<file path="src/rtl/alu_ctrl_pkg.sv">
// alu_ctrl_pkg
// Shared definitions for the ALU sequencing controller:
//   - datapath opcode encodings (ADD/SUB/PAR/COMP)
//   - controller state enumeration
//   - default operand width and WAIT_DONE timeout length
package alu_ctrl_pkg;

    localparam int DEFAULT_DATA_WIDTH     = 8;
    localparam int DEFAULT_TIMEOUT_CYCLES = 16;

    localparam logic [1:0] OP_ADD  = 2'b00;
    localparam logic [1:0] OP_SUB  = 2'b01;
    localparam logic [1:0] OP_PAR  = 2'b10;
    localparam logic [1:0] OP_COMP = 2'b11;

    typedef enum logic [2:0] {
        ST_IDLE      = 3'd0,
        ST_LOAD_A    = 3'd1,
        ST_LOAD_B    = 3'd2,
        ST_START     = 3'd3,
        ST_WAIT_DONE = 3'd4,
        ST_RESP      = 3'd5
    } state_t;

endpackage

</file>
<file path="src/rtl/alu_ctrl_timer.sv">
// alu_ctrl_timer
// Counts cycles spent waiting for the datapath and flags expiry on the
// TIMEOUT_CYCLES-th waiting cycle.
// Ports:
//   clk     - rising-edge clock
//   reset   - synchronous active-high reset
//   clear   - zero the counter (asserted the cycle before waiting begins)
//   enable  - count this cycle (high while waiting)
//   expired - high during the last allowed waiting cycle
module alu_ctrl_timer #(
    parameter int TIMEOUT_CYCLES = 16
) (
    input  logic clk,
    input  logic reset,
    input  logic clear,
    input  logic enable,
    output logic expired
);

    localparam int CW = $clog2(TIMEOUT_CYCLES + 1);

    logic [CW-1:0] count_reg;

    // The first waiting cycle sees count 0, so count TIMEOUT_CYCLES-1 marks
    // the final allowed cycle. The counter saturates there.
    assign expired = enable && (count_reg == CW'(TIMEOUT_CYCLES - 1));

    always_ff @(posedge clk) begin
        if (reset || clear) begin
            count_reg <= '0;
        end else if (enable && !expired) begin
            count_reg <= count_reg + 1'b1;
        end
    end

endmodule

</file>
<file path="src/rtl/alu_controller.sv">
// alu_controller
// Sequences one ALU operation at a time: accepts a command (opcode, A, B),
// loads A then B into the datapath, pulses start, waits for alu_done,
// captures result/overflow and presents them until the requester accepts.
// Optional build macro: ALU_CTRL_TIMEOUT_EN adds a WAIT_DONE timeout that
// returns a response with rsp_error=1 after TIMEOUT_CYCLES waiting cycles.
// Ports:
//   clk, reset                      - clock, synchronous active-high reset
//   cmd_valid/cmd_ready             - command handshake
//   cmd_opcode, cmd_a, cmd_b        - command payload
//   rsp_valid/rsp_ready             - response handshake
//   rsp_result, rsp_overflow        - captured datapath outputs
//   rsp_error                       - operation aborted by timeout
//   busy                            - controller not in IDLE
//   alu_data, opcode_value          - datapath operand bus and opcode
//   store_a, store_b, start         - datapath strobes
//   alu_done, result, overflow_def  - datapath completion and outputs
module alu_controller
    import alu_ctrl_pkg::*;
#(
    parameter int DATA_WIDTH     = DEFAULT_DATA_WIDTH,
    parameter int TIMEOUT_CYCLES = DEFAULT_TIMEOUT_CYCLES
) (
    input  logic                  clk,
    input  logic                  reset,
    input  logic                  cmd_valid,
    output logic                  cmd_ready,
    input  logic [1:0]            cmd_opcode,
    input  logic [DATA_WIDTH-1:0] cmd_a,
    input  logic [DATA_WIDTH-1:0] cmd_b,
    output logic                  rsp_valid,
    input  logic                  rsp_ready,
    output logic [DATA_WIDTH-1:0] rsp_result,
    output logic                  rsp_overflow,
    output logic                  rsp_error,
    output logic                  busy,
    output logic [DATA_WIDTH-1:0] alu_data,
    output logic [1:0]            opcode_value,
    output logic                  store_a,
    output logic                  store_b,
    output logic                  start,
    input  logic                  alu_done,
    input  logic [DATA_WIDTH-1:0] result,
    input  logic                  overflow_def
);

    state_t state_reg;
    state_t state_next;

    logic [1:0]            opcode_reg;
    logic [DATA_WIDTH-1:0] a_reg;
    logic [DATA_WIDTH-1:0] b_reg;
    logic [DATA_WIDTH-1:0] rsp_result_reg;
    logic                  rsp_overflow_reg;

    logic accept;
    logic capture;

    // A zero-length timeout would make WAIT_DONE abort immediately; this
    // block exists only to make that configuration stand out if it appears.
    if (TIMEOUT_CYCLES < 1) begin : g_timeout_nonpositive
    end

`ifdef ALU_CTRL_TIMEOUT_EN
    logic timer_clear;
    logic timer_enable;
    logic timer_expired;
    logic timeout_hit;
    logic rsp_error_reg;

    alu_ctrl_timer #(
        .TIMEOUT_CYCLES(TIMEOUT_CYCLES)
    ) u_timer (
        .clk    (clk),
        .reset  (reset),
        .clear  (timer_clear),
        .enable (timer_enable),
        .expired(timer_expired)
    );

    assign rsp_error = rsp_error_reg;
`else
    assign rsp_error = 1'b0;
`endif

    assign rsp_result   = rsp_result_reg;
    assign rsp_overflow = rsp_overflow_reg;

    always_ff @(posedge clk) begin
        if (reset) begin
            state_reg <= ST_IDLE;
        end else begin
            state_reg <= state_next;
        end
    end

    // Next-state and all outputs decode from state_reg plus registered
    // payload only; cmd_* and rsp_ready steer state_next, never outputs.
    always_comb begin
        state_next   = state_reg;
        cmd_ready    = 1'b0;
        busy         = 1'b1;
        rsp_valid    = 1'b0;
        store_a      = 1'b0;
        store_b      = 1'b0;
        start        = 1'b0;
        alu_data     = '0;
        opcode_value = 2'b00;
        accept       = 1'b0;
        capture      = 1'b0;
`ifdef ALU_CTRL_TIMEOUT_EN
        timer_clear  = 1'b0;
        timer_enable = 1'b0;
        timeout_hit  = 1'b0;
`endif
        case (state_reg)
            ST_IDLE: begin
                cmd_ready = 1'b1;
                busy      = 1'b0;
                if (cmd_valid) begin
                    accept     = 1'b1;
                    state_next = ST_LOAD_A;
                end
            end
            ST_LOAD_A: begin
                store_a      = 1'b1;
                alu_data     = a_reg;
                opcode_value = opcode_reg;
                state_next   = ST_LOAD_B;
            end
            ST_LOAD_B: begin
                store_b      = 1'b1;
                alu_data     = b_reg;
                opcode_value = opcode_reg;
                state_next   = ST_START;
            end
            ST_START: begin
                start        = 1'b1;
                opcode_value = opcode_reg;
`ifdef ALU_CTRL_TIMEOUT_EN
                timer_clear  = 1'b1;
`endif
                state_next   = ST_WAIT_DONE;
            end
            ST_WAIT_DONE: begin
                opcode_value = opcode_reg;
`ifdef ALU_CTRL_TIMEOUT_EN
                timer_enable = 1'b1;
`endif
                // alu_done has priority over a coinciding timeout.
                if (alu_done) begin
                    capture    = 1'b1;
                    state_next = ST_RESP;
                end
`ifdef ALU_CTRL_TIMEOUT_EN
                else if (timer_expired) begin
                    timeout_hit = 1'b1;
                    state_next  = ST_RESP;
                end
`endif
            end
            ST_RESP: begin
                rsp_valid = 1'b1;
                if (rsp_ready) begin
                    state_next = ST_IDLE;
                end
            end
            default: begin
                state_next = ST_IDLE;
            end
        endcase
    end

    // Command payload and response registers. Capture happens on the same
    // edge that sees alu_done, since the datapath clears result afterwards.
    always_ff @(posedge clk) begin
        if (reset) begin
            opcode_reg       <= 2'b00;
            a_reg            <= '0;
            b_reg            <= '0;
            rsp_result_reg   <= '0;
            rsp_overflow_reg <= 1'b0;
`ifdef ALU_CTRL_TIMEOUT_EN
            rsp_error_reg    <= 1'b0;
`endif
        end else begin
            if (accept) begin
                opcode_reg <= cmd_opcode;
                a_reg      <= cmd_a;
                b_reg      <= cmd_b;
            end
            if (capture) begin
                rsp_result_reg   <= result;
                rsp_overflow_reg <= overflow_def;
`ifdef ALU_CTRL_TIMEOUT_EN
                rsp_error_reg    <= 1'b0;
            end else if (timeout_hit) begin
                rsp_result_reg   <= '0;
                rsp_overflow_reg <= 1'b0;
                rsp_error_reg    <= 1'b1;
`endif
            end
        end
    end

endmodule

</file>
<file path="config.mk">
export PLATFORM = sky130hd
export DESIGN_NAME = alu_controller
export DESIGN_NICKNAME = d
export VERILOG_FILES = /design/src/rtl/alu_ctrl_pkg.sv /design/src/rtl/alu_ctrl_timer.sv /design/src/rtl/alu_controller.sv
export SDC_FILE = /design/constraint.sdc
export NUM_CORES = 1
export LEC_CHECK = 0
export CAP_MARGIN = 20
export CORE_ASPECT_RATIO = 0.9
export CORE_MARGIN = 10
export CORE_UTILIZATION = 44
export CTS_CLUSTER_DIAMETER = 100
export DETAILED_ROUTE_END_ITERATION = 16
export PLACE_DENSITY = 0.84
export SLEW_MARGIN = 25
export SYNTH_ARGS = -nofsm -noshare
export SYNTH_HDL_FRONTEND = slang
export SYNTH_SLANG_ARGS = --single-unit
</file>
<file path="constraint.sdc">
create_clock -name clk -period 3.7 [get_ports clk]
set_clock_uncertainty 0.15 [all_clocks]
set_input_delay 1.11 -clock clk [delete_from_list [all_inputs] [get_ports clk]]
set_output_delay 1.11 -clock clk [all_outputs]
set_load 0.005 [all_outputs]
</file>
==> out/results.tsv <==
stage	metric	value	unit
place	io_buffer_count	56	
drt	drc_errors	0	
sta	rsz0062_at_grt	false	
synthesis	ys_warn_count	0	
synthesis	synth_top_cell_by_area	dfxtp_1	
synthesis	synth_top_family_by_area	simple AND/OR/NAND/NOR gates	
sta	setup_slack	0.306	ns
drt	drtIter0Drc	43	
grt	antenna_found_initial	0	
synthesis	synth.most_common_cell	nand2_1	
clock_tree	numCtsBuffers	5	
place	placed_cell_area	1830	sq um
sta	period_needed	3.39	ns
worst_setup_path	crit_path_max_incr_delay	0.59	ns
layout	antenna_cells	0	
drt	drt_pass1_iterations	4	
layout	finalNetCount	241	
synthesis	synth_top_cells_by_count	55 x nand2_1, 30 x dfxtp_1, 28 x a21oi_1	
layout	drive_above_1_share	8.10	%
layout	regArea	601	sq um
clock_tree	clockBufferDepth	2	
grt	grt.total_usage	12.8	%
sta	drv_slew	0	
synthesis	ys_top_cells_by_area	dfxtp_1 46%, nand2_1 16%, a21oi_1 11%	
worst_setup_path	cp_slowest_cell	dfxtp_1	
synthesis	synthFlopType	dfxtp_1	
synthesis	synth_adder_area_share	0	%
place	gp_congestion	0.757	
place	dp_worst_setup_slack	0.501	ns
sta	hold_violations	0	
worst_setup_path	critical_path_class	register to primary output	
clock_tree	cts_tree	done	
worst_setup_path	start_kind	register	
synthesis	synth_compound_area_share	18.5	%
hold_path	hp-start	opcode_reg[1]	
worst_setup_path	cp.arrival	2.13	ns
worst_setup_path	cp-startpoint	state_reg[0]	
floorplan	start_util	46.7	%
worst_setup_path	worstReg2RegStart	state_reg[1]	
layout	finalNonFillerCells	250	
synthesis	synthMuxAreaShare	0	%
place	place_inst	242	
worst_setup_path	critical_path_depth	3	
layout	n_fill_cell	249	
clock_tree	path_clk_slew	0.09	ns
sta	post-route-period-util	91.7	%
worst_setup_path	cp-end-kind	primary output	
job	maxCapViolCount	0	
sta	finalSetupViolCount	0	
power_and_ir_drop	p_leak	0.000684	uW
synthesis	synth_seq_area_share	46.5	%
layout	area_delta_synth_final	46.5	%
worst_setup_path	cp_num_buf_inv	1	
status	status	finished clean	
synthesis	synth-simple-area-share	26.7	%
worst_setup_path	rr_endpoint	b_reg[1]	
synthesis	synth.net_count	189	
place	hpwlAfterDp	2640	um
floorplan	num_io_pins	58	
sta	clock.fmax	0.295	GHz
synthesis	async_flop_share	0	%
grt	overflow	0	
synthesis	synth_edf_count	0	
synthesis	synth-xor-area-share	0.678	%
worst_setup_path	timing.critical_path.to	alu_data[3]	
worst_setup_path	worstRegToRegCells	3	
floorplan	dieHeight	71.4	um
clock_tree	htreeDepth	2	
worst_setup_path	required	2.44	ns
synthesis	synth_top_area_share	46.5	%
clock_tree	cts_root_buffer	clkbuf_4	
synthesis	syn_area	1290	sq um
worst_setup_path	cpLargestDelayFamily	flip-flops	
synthesis	ys_types	29	
grt	grt_pass1_wl	5750	um
worst_setup_path	crit_path_max_fanout	13	
floorplan	rows	18	
clock_tree	clock_latency	0.32	ns
grt	grt_max_degree	20	
layout	multi_input_area	603	sq um
drt	totalWireLength	3450	um
grt	grt_pass1_vias	1200	
power_and_ir_drop	ir_worst_vdd	0.000298	V
clock_tree	clock_sinks	30	
sta	holdWs	0.304	ns
sta	tightest_slew	0.670	ns
floorplan	die_x	77.1	um
worst_setup_path	r2r_setup_slack	1.84	ns
drt	vias_per_cell	4.90	
sta	setup-tns-final	0	ns
drt	wire_per_inst	13.8	um
synthesis	ys_ff_latch	30	
floorplan	die_area	5510	sq um
floorplan	core-area	2770	sq um
power_and_ir_drop	powerDensity	383	nW/um^2
clock_tree	hold_buffers	0	
drt	vias	1224	
worst_setup_path	cp_cell_sequence	nor3b_4 -> a22o_1 -> clkdlybuf4s50_1	
drt	ant_nets	0	
synthesis	avgSynthCellArea	8.23	sq um
layout	finalInstanceArea	1890	sq um
sta	max_slew_margin	55.2	%
hold_path	hold_path_class	register to register	
synthesis	syn_inst	157	
[kinds of logic after synthesis]
| logic type | after synthesis |
|---|---|
| AO/OA/AOI/OAI | 40 |
| XOR/XNOR | 1 |
| buffers and inverters | 14 |
| flip-flops | 30 |
| other | 1 |
| AND/OR/NAND/NOR | 71 |
[where the power goes]
group          switching, uW  internal [uW]
Combinational           68.2           91.6
Sequential              21.9            345
Clock                    108           91.9
Total                    198            528
[worst min path at each step]
stage / to / slack (ns) / cells after the start
after floorplan: opcode_reg[0] / 0.28 / 2
after global placement: rsp_result[0] / 0.29 / 2
after detailed placement: opcode_reg[1] / 0.29 / 2
after CTS: opcode_reg[1] / 0.31 / 2
after global routing: rsp_result[3] / 0.32 / 2
final: opcode_reg[1] / 0.30 / 2
[placed cells by master (no fill, tap or decap), types with 2 or more instances in the layout]
| cell type | Yosys | layout |
|---|---|---|
| clkdlybuf4s50_1 | 0 | 56 |
| a22o_1 | 8 | 8 |
| dfxtp_1 | 30 | 30 |
| buf_4 | 2 | 2 |
| nor2_1 | 3 | 3 |
| nand2_1 | 55 | 55 |
| a21oi_1 | 28 | 28 |
| clkbuf_4 | 0 | 5 |
| and2_1 | 3 | 3 |
[final cells by class]
class | count | share of cell area (%)
multi-input cells | 113 | 31.9
well taps | 40 | 2.64
flip-flops and latches | 30 | 31.7
inverters | 1 | 0.198
repair buffers | 58 | 30.4
clock buffers | 7 | 2.91
clock inverters | 1 | 0.264
[tightest hold or removal path, delay by kind of cell, from the launching register on]
kind             cells  cell delay, ns
AND/OR/NAND/NOR      1            0.05
AO/OA/AOI/OAI        1            0.05
flip-flops           1            0.31
[per-stage QoR]
step / utilization, % / total power (uW)
finish: 68.3 / 726
global route: 68.3 / 771
CTS: 68.1 / 738
detailed placement: 65.9 / 533
global placement: 65.9 / 528
floorplan: - / 460
[repair_timing]
item                       4_1_cts  5_1_grt
gates resized for setup          0        1
buffers inserted                 0        0
setup endpoints to repair        0        2
hold endpoints to repair         0        0
[metal layers]
layer | vias up | routed length [um] | track usage [%]
li1 | 622 | - | -
met1 | 543 | 1520 | 14.9
met2 | 53 | 1520 | 19.3
met3 | 6 | 369 | 7.48
met4 | 0 | 42 | 4.25
met5 | - | 0 | 0
(Power assumes the default switching activity.)
